===== config.mk =====
export PLATFORM = sky130hd
export DESIGN_NAME = unit_test_monitor
export DESIGN_NICKNAME = d
export VERILOG_FILES = /design/src/rtl/unit_test_monitor.sv
export SDC_FILE = /design/constraint.sdc
export NUM_CORES = 1
export LEC_CHECK = 0
export BUFFER_PORTS_ARGS = -buffer_cell sky130_fd_sc_hd__buf_4
export CORE_ASPECT_RATIO = 2
export CORE_MARGIN = 10
export CORE_UTILIZATION = 55
export DETAILED_ROUTE_END_ITERATION = 16
export GPL_TIMING_DRIVEN = 0
export PLACE_DENSITY = 0.77
export SYNTH_ARGS = -nofsm -noshare
export SYNTH_HDL_FRONTEND = slang
export SYNTH_SLANG_ARGS = --single-unit
export TNS_END_PERCENT = 30

===== constraint.sdc =====
create_clock -name clk -period 2.8 [get_ports clk]
set_clock_uncertainty 0.2 [all_clocks]
set_input_delay 0.56 -clock clk [delete_from_list [all_inputs] [get_ports clk]]
set_output_delay 0.56 -clock clk [all_outputs]
set_load 0.03 [all_outputs]

===== src/rtl/unit_test_monitor.sv =====
// Watches a unitTest CPU's debug pc and result line, tallies passing/failing checks,
// and declares the run finished on halt (pc stuck) or on a cycle-count timeout.
module unit_test_monitor #(
  parameter int ADDR_WIDTH  = 10,
  parameter int STALL_LIMIT = 4,
  parameter int TIMEOUT     = 64
) (
  input  logic                  clk,
  input  logic                  reset,
  input  logic                  result,
  input  logic [ADDR_WIDTH-1:0] pc,
  output logic                  done,
  output logic                  pass,
  output logic                  halted,
  output logic                  timeout,
  output logic [7:0]            pass_count,
  output logic [7:0]            fail_count,
  output logic [ADDR_WIDTH-1:0] last_fail_pc
);

  localparam logic [1:0] IDLE = 2'd0;
  localparam logic [1:0] RUN  = 2'd1;
  localparam logic [1:0] DONE = 2'd2;

  localparam logic [3:0]  STALL_LIM_V = 4'(STALL_LIMIT);
  localparam logic [15:0] TIMEOUT_V   = 16'(TIMEOUT);

  logic [1:0]            state;
  logic [ADDR_WIDTH-1:0] prev_pc;
  logic [3:0]            stall_cnt;
  logic [15:0]           cycle_cnt;

  logic        in_run;
  logic        check;
  logic [3:0]  stall_inc;
  logic [15:0] cycle_inc;
  logic        hit_halt;
  logic        hit_timeout;
  logic [7:0]  pass_count_nxt;
  logic [7:0]  fail_count_nxt;

  function automatic logic [7:0] sat_inc8(input logic [7:0] v);
    return (v == 8'hff) ? v : v + 8'd1;
  endfunction

  // Next-cycle decisions for the current RUN cycle; halt takes priority over timeout.
  always_comb begin
    in_run         = (state == RUN);
    check          = in_run && (pc != prev_pc);
    stall_inc      = stall_cnt + 4'd1;
    cycle_inc      = cycle_cnt + 16'd1;
    hit_halt       = in_run && !check && (stall_inc == STALL_LIM_V);
    hit_timeout    = in_run && !hit_halt && (cycle_inc == TIMEOUT_V);
    pass_count_nxt = pass_count;
    fail_count_nxt = fail_count;
    if (check) begin
      if (result) pass_count_nxt = sat_inc8(pass_count);
      else        fail_count_nxt = sat_inc8(fail_count);
    end
  end

  always_ff @(posedge clk or negedge reset) begin
    if (!reset) begin
      state        <= IDLE;
      prev_pc      <= '0;
      stall_cnt    <= '0;
      cycle_cnt    <= '0;
      done         <= 1'b0;
      pass         <= 1'b0;
      halted       <= 1'b0;
      timeout      <= 1'b0;
      pass_count   <= '0;
      fail_count   <= '0;
      last_fail_pc <= '0;
    end else begin
      case (state)
        IDLE: begin
          prev_pc <= pc;
          state   <= RUN;
        end
        RUN: begin
          cycle_cnt  <= cycle_inc;
          prev_pc    <= pc;
          pass_count <= pass_count_nxt;
          fail_count <= fail_count_nxt;
          if (check) begin
            stall_cnt <= '0;
            if (!result) last_fail_pc <= pc;
          end else begin
            stall_cnt <= stall_inc;
          end
          if (hit_halt) begin
            state  <= DONE;
            done   <= 1'b1;
            halted <= 1'b1;
            pass   <= (fail_count_nxt == 8'd0) && (pass_count_nxt != 8'd0);
          end else if (hit_timeout) begin
            state   <= DONE;
            done    <= 1'b1;
            timeout <= 1'b1;
          end
        end
        DONE: begin
          // Absorbing: everything holds until reset.
          state <= DONE;
        end
        default: state <= IDLE;
      endcase
    end
  end

endmodule


==> key figures, run 1 <==
Worst setup path
  – Reg2Reg Depth: 9
  – Worst EP arrival: between 2 and 3 ns
  – Crit path capture type: flop
  – CP Max Fanout: 6
  – Cell Chain, Critical Path: ha_1 > nand2_1 > or2_0 > buf_2 > and3_1 > o21ba_1 > o2111ai_2 > nor2b_4 > mux2_4
  – Largest stage delay on the critical path: 0.42 ns
  – Worst setup path endpoint: state[0]$_DFFE_PN0P_
  – Startpoint types: flop
  – Reg2reg start: cycle_cnt[0]$_DFFE_PN0P_
  – CP Buf/Inv Count: 1
  – Critical-path top delay cell: dfrtp_1
  – Crit path depth: 9
  – Setup Crit Path Kind: flop to flop
  – Reg2reg end: state[0]$_DFFE_PN0P_
  – Worst EP required: approximately 2.8 ns
  – Critical Path Source: cycle_cnt[0]$_DFFE_PN0P_
  – CP top delay family: simple AND/OR/NAND/NOR gates
  – Reg-to-reg setup timing slack: about 0.23 ns

Placed design
  – Post-DP HPWL: ~5.1 mm
  – I/O Buffers: 42
  – GPL Wtd Cong: approximately 0.9
  – DP Worst Slack: -0.179 ns

Final layout
  – Area Overhead vs Synth: 21.2%
  – Final core occ: ~68%
  – Multi-input logic area: between 1500 and 2000 um2
  – Share of cells above drive strength 1: between 20 and 30%
  – Storage cell area: about 1600 um2
  – Antenna cells: 0
  – # fillers: 476
  – Nets: around 370

Global route
  – Largest net degree at the start of global routing: 63
  – Vias in the first global route: about 2600
  – Overflow after GRT: 0
  – First-pass GRT wire length: roughly 12 mm
  – Initial antenna violation count: 0
  – All-Layer GR Usage: between 15 and 20%

Detailed routing
  – Post-route ant nets: 0
  – Routed vias/inst: slightly below 6
  – Vias: roughly 2400
  – 1st-pass router iterations: 4
  – Residual DRC: 0
  – Per-cell routed wire length: 16.6 um
  – Initial DRC count: about 140
  – Routed WL: slightly below 7 mm

Logic synthesis
  – Mapped Nets: around 320
  – Synthesized cell area: 3210 um2
  – Mux contribution to synthesized area: between 10% and 20%
  – Yosys cell types: 49
  – Compound-Gate Fraction of Synth Area: under 10%
  – Yosys Warn Count: 0
  – Simple-gate area share of the yosys netlist: between 10% and 20%
  – Mean Syn Cell Area: 10.7 um2
  – Post-synthesis sequential area ratio: 48.3%
  – Top_reg_cell synth: dfrtp_1
  – FFs w/ async S/R, synth: 100%
  – Largest family of logic cells by synthesized area: simple AND/OR/NAND/NOR gates
  – Xor and xnor fraction of the mapped netlist area: 9.55%
  – Flops & latches, synth: between 60 and 70
  – Number of enable flip-flop cells after synthesis: 0
  – Syn Inst Count: ~300
  – Post-Synth Adder-Cell Area: under 10%

Floorplan
  – Die height: about 130 um
  – Starting density of the core: between 50% and 60%
  – Full die area: ~9500 um2
  – Core area: 5710 um2
  – Ports: between 40 and 50
  – Row cnt: 39
  – Die width: 74.0 um

STA
  – Final worst-path setup slack: between 0.2 and 0.25 ns
  – Final Hold Viols: 0
  – Max-Slew Margin vs Limit: between 40% and 50%
  – Setup TNS: 0 ns
  – Unrepaired setup endpoints after global routing: false
  – Tmin final: 2.57 ns
  – Max-slew violations: 0
  – Hold_ws: approximately 0.10 ns
  – Least-Margin Pin Slew: 0.869 ns
  – # setup viols final: 0
  – Max Clock Freq: 389 MHz
  – Final Cycle Share: 91.9%

Power
  – Power per cell area: roughly 940 nW/um2
  – Combinational Power Share: ~38%
  – Register share of total power: about a third
  – P_sw: between 1000 and 1500 uW
  – Net Sw Frac: roughly 37%
  – Clock power frac: 28.5%
  – Pint: 2320 uW
  – Worst IR Drop VDD: 1.01 mV
  – P_leak: roughly 0.0017 uW
  – Power, Total: 3650 uW

Flow run
  – Max_cap viols: 0

Clock network
  – Clock sinks: between 60 and 70
  – CTS tree: done
  – Worst skew pair latency: 0.33 ns
  – Clock-pin slew on the worst setup and hold paths: approximately 0.050 ns
  – Htree depth: 3
  – Setup repair bufs after CTS: 0
  – CTS Root Cell: clkbuf_16
  – Total CTS buffers: 9
  – Clock Path Buffers: 2

Worst hold path
  – Hold crit path type: input pin to asynchronous set/reset pin

Status
  – Status: finished clean
how the worst min path moves through the flow:
stage / from / to / slack, ns / depth (start not counted)
finish: reset / cycle_cnt[5]$_DFFE_PN0P_ / 0.10 / 1
global route: reset / cycle_cnt[5]$_DFFE_PN0P_ / 0.17 / 1
CTS: reset / cycle_cnt[5]$_DFFE_PN0P_ / 0.13 / 1
detailed placement: halted$_DFFE_PN0P_ / halted$_DFFE_PN0P_ / 0.27 / 1
global placement: halted$_DFFE_PN0P_ / halted$_DFFE_PN0P_ / 0.26 / 1
floorplan: reset / cycle_cnt[0]$_DFFE_PN0P_ / 0.06 / 0
kinds of logic (layout without fill, tap and decap cells):
| logic type | Yosys count | after routing |
|---|---|---|
| simple gates | 104 | 104 |
| buf+inv | 19 | 77 |
| fa+ha+maj | 6 | 6 |
| mux | 33 | 33 |
| compound gates | 40 | 40 |
| xor+xnor | 35 | 35 |
| flops | 62 | 62 |
state kept, by name (all words and copies together) (netlist names), 2 cells and up:
name          flops
cycle_cnt        16
last_fail_pc     10
prev_pc          10
fail_count        8
pass_count        8
stall_cnt         4
state             2
cell usage after synthesis (2+ instances only):
cell,number,share of area (%)
nand2_1,24,2.8
buf_2,5,0.78
ha_1,6,2.3
mux2i_1,4,1.2
a21oi_1,5,0.78
xnor2_1,26,7.1
xor2_1,9,2.5
nor4b_1,2,0.55
inv_1,8,0.94
o21ai_0,10,1.6
nand4_1,10,1.9
a31oi_1,6,1.2
buf_1,2,0.23
mux2_4,2,0.94
mux2_2,27,9.5
dfrtp_1,62,48
nor3_1,9,1.4
o31ai_1,5,1.2
nor2_1,18,2.1
o211ai_1,2,0.47
or2_2,3,0.58
nor4_1,5,0.97
nand3_1,14,2.2
clkbuf_1,3,0.35
and3_1,8,1.6
power groups by stage:
| stage | Combinational, uW | Clock (uW) | Sequential, uW |
|---|---|---|---|
| finish | 1370 | 1040 | 1240 |
| floorplan | 767 | 0 | 1430 |
| detailed placement | 1380 | 0 | 1250 |
| CTS | 1390 | 1060 | 1240 |
| global placement | 1350 | 0 | 1250 |
| global route | 1500 | 1090 | 1270 |
placed cells by master (no fill, tap or decap), types with 2 or more instances in the layout:
master,count
nand4_1,10
mux2_4,2
clkbuf_16,9
clkbuf_1,7
dfrtp_1,62
a21oi_1,5
buf_2,5
o21ai_0,10
buf_1,2
nor4_1,5
buf_4,43
clkbuf_8,3
nand3_1,14
mux2i_1,4
a31oi_1,6
and3_1,8
nor2_1,18
xnor2_1,26
or2_2,3
nor4b_1,2
ha_1,6
xor2_1,9
o31ai_1,5
inv_1,8
mux2_2,27
nand2_1,24
o211ai_1,2
nor3_1,9
routing by layer:
layer / vias up / wire, um / global-route usage [%] / share of wire, %
li1: 1175 / - / - / -
met1: 1196 / 2600 / 14.8 / 37
met2: 45 / 3820 / 27.4 / 55
met3: 17 / 309 / 5.58 / 4.4
met4: 0 / 214 / 9.92 / 3.1
met5: - / 0 / 0 / 0
area by class of cell:
type,instances,share of cell area (%)
buffer,11,1.32
multi-input combinational,218,40.7
tap,61,1.96
sequential,62,39.9
clock buffer,16,7.24
timing repair buffer,42,8.11
inverter,8,0.772
per-stage QoR:
stage | cells | cell area, um2
6_report | 418 | 3890
3_5_place_dp | 402 | 3600
2_1_floorplan | 299 | 3210
4_1_cts | 418 | 3880
5_1_grt | 418 | 3890
3_3_place_gp | 402 | 3600
repair_timing:
item,CTS,global route
endpoints found under the setup margin,0,1
hold buffers,0,0
resized for setup,0,1
No activity file was read; power rests on OpenSTA's default activity.
==> run 2, diff against run 1 <==
--- a/config.mk
+++ b/config.mk
@@ -9,6 +9,7 @@
 export CORE_ASPECT_RATIO = 2
 export CORE_MARGIN = 10
 export CORE_UTILIZATION = 55
+export CTS_BUF_LIST = sky130_fd_sc_hd__clkbuf_2
 export DETAILED_ROUTE_END_ITERATION = 16
 export GPL_TIMING_DRIVEN = 0
 export PLACE_DENSITY = 0.77
==> run 2 against run 1 <==
  * Combinational power is essentially flat
  * Critical path depth unchanged
  * Setup slack got worse by 0.019 ns
  * Global-route usage down 0.47 points
  * Register-to-register slack got worse by 0.02 ns
  * Count of clock-buffer cells in the layout shrank 3
  * Sequential share of layout area up 2.1 points
  * Clock power fell by 59%
  * Cell count grew 0.24%
  * Die area did not move
  * Routed wire length is 2.5% lower
  * Critical path type unchanged
==> key figures, run 2 (synthesis results as in run 1) <==
Final layout
  – Multi-input logic area: approximately 1600 um2
  – Nets: roughly 370
  – Antenna cells: 0
  – Area Overhead vs Synth: 15.1%
  – Storage cell area: 1550 um2
  – Share of cells above drive strength 1: between 20 and 30%
  – Top Registers: cycle_cnt (16), last_fail_pc (10), prev_pc (10)
  – Fin cells: about 420
  – # fillers: around 510
  – Commonest non-fill, non-tap cell in the layout: dfrtp_1
  – Commonest non-fill, non-tap cells in the layout: dfrtp_1, buf_4, mux2_2, xnor2_1, nand2_1
  – Biggest register: cycle_cnt
  – Largest register FFs: 16

Clock network
  – Htree depth: 3
  – Clock sinks: just over 60
  – Worst skew pair latency: approximately 0.51 ns
  – Total CTS buffers: 9
  – CTS tree: done
  – Clock-pin slew on the worst setup and hold paths: roughly 0.15 ns
  – Clock Path Buffers: 2
  – CTS Root Cell: clkbuf_2
  – Setup repair bufs after CTS: 0

Detailed routing
  – DR WL met3: about 260 um
  – Post-route ant nets: 0
  – Routed WL: around 6.8 mm
  – Vias: approximately 2500
  – Per-cell routed wire length: 16.2 um
  – Routed vias/inst: 5.86
  – Top Layer Used: met4
  – 1st-pass router iterations: 4
  – M1 wire length: around 2.6 mm
  – Initial DRC count: between 150 and 200
  – Residual DRC: 0
  – Met2 WL: 3.68 mm

Worst setup path
  – Setup Crit Path Kind: flop to flop
  – Startpoint types: flop
  – Largest stage delay on the critical path: ~0.46 ns
  – Cell Chain, Critical Path: ha_1 > nand2_1 > or2_0 > buf_2 > and3_1 > o21ba_1 > o2111ai_2 > nor2b_4 > mux2_4
  – CP top delay family: simple AND/OR/NAND/NOR gates
  – CP Max Fanout: 6
  – CP Buf/Inv Count: 1
  – Critical-path top delay cell: dfrtp_1
  – Worst EP required: between 3 and 4 ns
  – Crit path capture type: flop
  – Worst EP arrival: around 2.8 ns

Power
  – Power, Total: ~3000 uW
  – P_leak: 0.00165 uW
  – Power per cell area: around 820 nW/um2
  – Worst IR Drop VDD: 0.672 mV

Floorplan
  – Die height: roughly 130 um
  – Ports: 43
  – Core area: 5710 um2
  – Row cnt: 39
  – Full die area: about 9500 um2
  – Starting density of the core: 56.2%
  – Die width: between 70 and 80 um

Placed design
  – I/O Buffers: 42
  – Post-DP HPWL: between 5 and 6 mm
  – GPL Wtd Cong: roughly 0.9
  – DP Worst Slack: -0.179 ns
  – Placed cells: 402

STA
  – Max-slew violations: 0
  – Setup TNS: 0 ns
  – Least-Margin Pin Slew: roughly 0.9 ns
  – # setup viols final: 0
  – Final Cycle Share: approximately 93%
  – Final worst-path setup slack: between 0.2 and 0.25 ns
  – Max-Slew Margin vs Limit: between 30% and 40%
  – Final Hold Viols: 0
  – Unrepaired setup endpoints after global routing: false
  – Hold_ws: 0.0959 ns
  – Tmin final: 2.59 ns
  – Max Clock Freq: just under 400 MHz

Global route
  – First-pass GRT wire length: roughly 11 mm
  – Largest net degree at the start of global routing: 63
  – Overflow after GRT: 0
  – Vias in the first global route: approximately 2600
  – Initial antenna violation count: 0
  – All-Layer GR Usage: 15.3%

Status
  – Status: finished clean

Flow run
  – Max_cap viols: 0

Worst hold path
  – Hold crit path type: input pin to flop
## run 2: changes by cell type in the layout (fill, tap and decap cells not counted)
cell	delta
clkbuf_8	-3
clkbuf_1	-4
dlygate4sd3_1	+1
clkinv_1	+3
clkbuf_16	-9
clkbuf_2	+13
## run 2: final cells by class
cell class / instances / share of cell area (%)
timing repair buffer: 43 / 8.80
inverter: 8 / 0.813
clock buffer: 13 / 1.76
clock inverter: 3 / 0.305
buffer: 11 / 1.39
tap: 61 / 2.07
sequential: 62 / 42.0
multi-input combinational: 218 / 42.9
## run 2: power breakdown
group | leakage, uW | switching [uW] | internal (uW)
logic | 0.000826 | 783 | 595
registers | 0.000771 | 183 | 1050
clock network | 0.0000587 | 298 | 124
total | 0.00165 | 1260 | 1770
## run 2: path summary, 6_finish.rpt
path                       slack, ns                      from                         to  depth (start not counted)
setup / recovery                0.21  cycle_cnt[0]$_DFFE_PN0P_       state[0]$_DFFE_PN0P_                          9
hold / removal                   0.1                     pc[9]     prev_pc[9]$_DFFE_PN0P_                          2
setup reg to reg                0.21  cycle_cnt[0]$_DFFE_PN0P_       state[0]$_DFFE_PN0P_                          9
hold reg to reg                 0.30        halted$_DFFE_PN0P_         halted$_DFFE_PN0P_                          1
max in group asynchronous       1.42                     reset  fail_count[7]$_DFFE_PN0P_                          2
min in group asynchronous       0.45                     reset   cycle_cnt[4]$_DFFE_PN0P_                          2
## run 2: routing by layer
layer  GRT usage (%)  up-vias
li1                -     1184
met5               0        -
met4            11.6        0
met2            26.9       59
met3            3.02       24
met1            14.6     1189
## run 2: stage by stage
stage	utilization [%]	cell area (um2)
after floorplan	-	3210
after global placement	63.1	3600
after detailed placement	63.1	3600
after CTS	64.6	3690
after global routing	64.7	3690
final	64.7	3690
## run 2: repair_timing
item | in CTS | in global routing
setup endpoints to repair | 0 | 8
gates resized for setup | 0 | 1
hold buffers | 1 | 0
endpoints found under the hold margin | 62 | 0
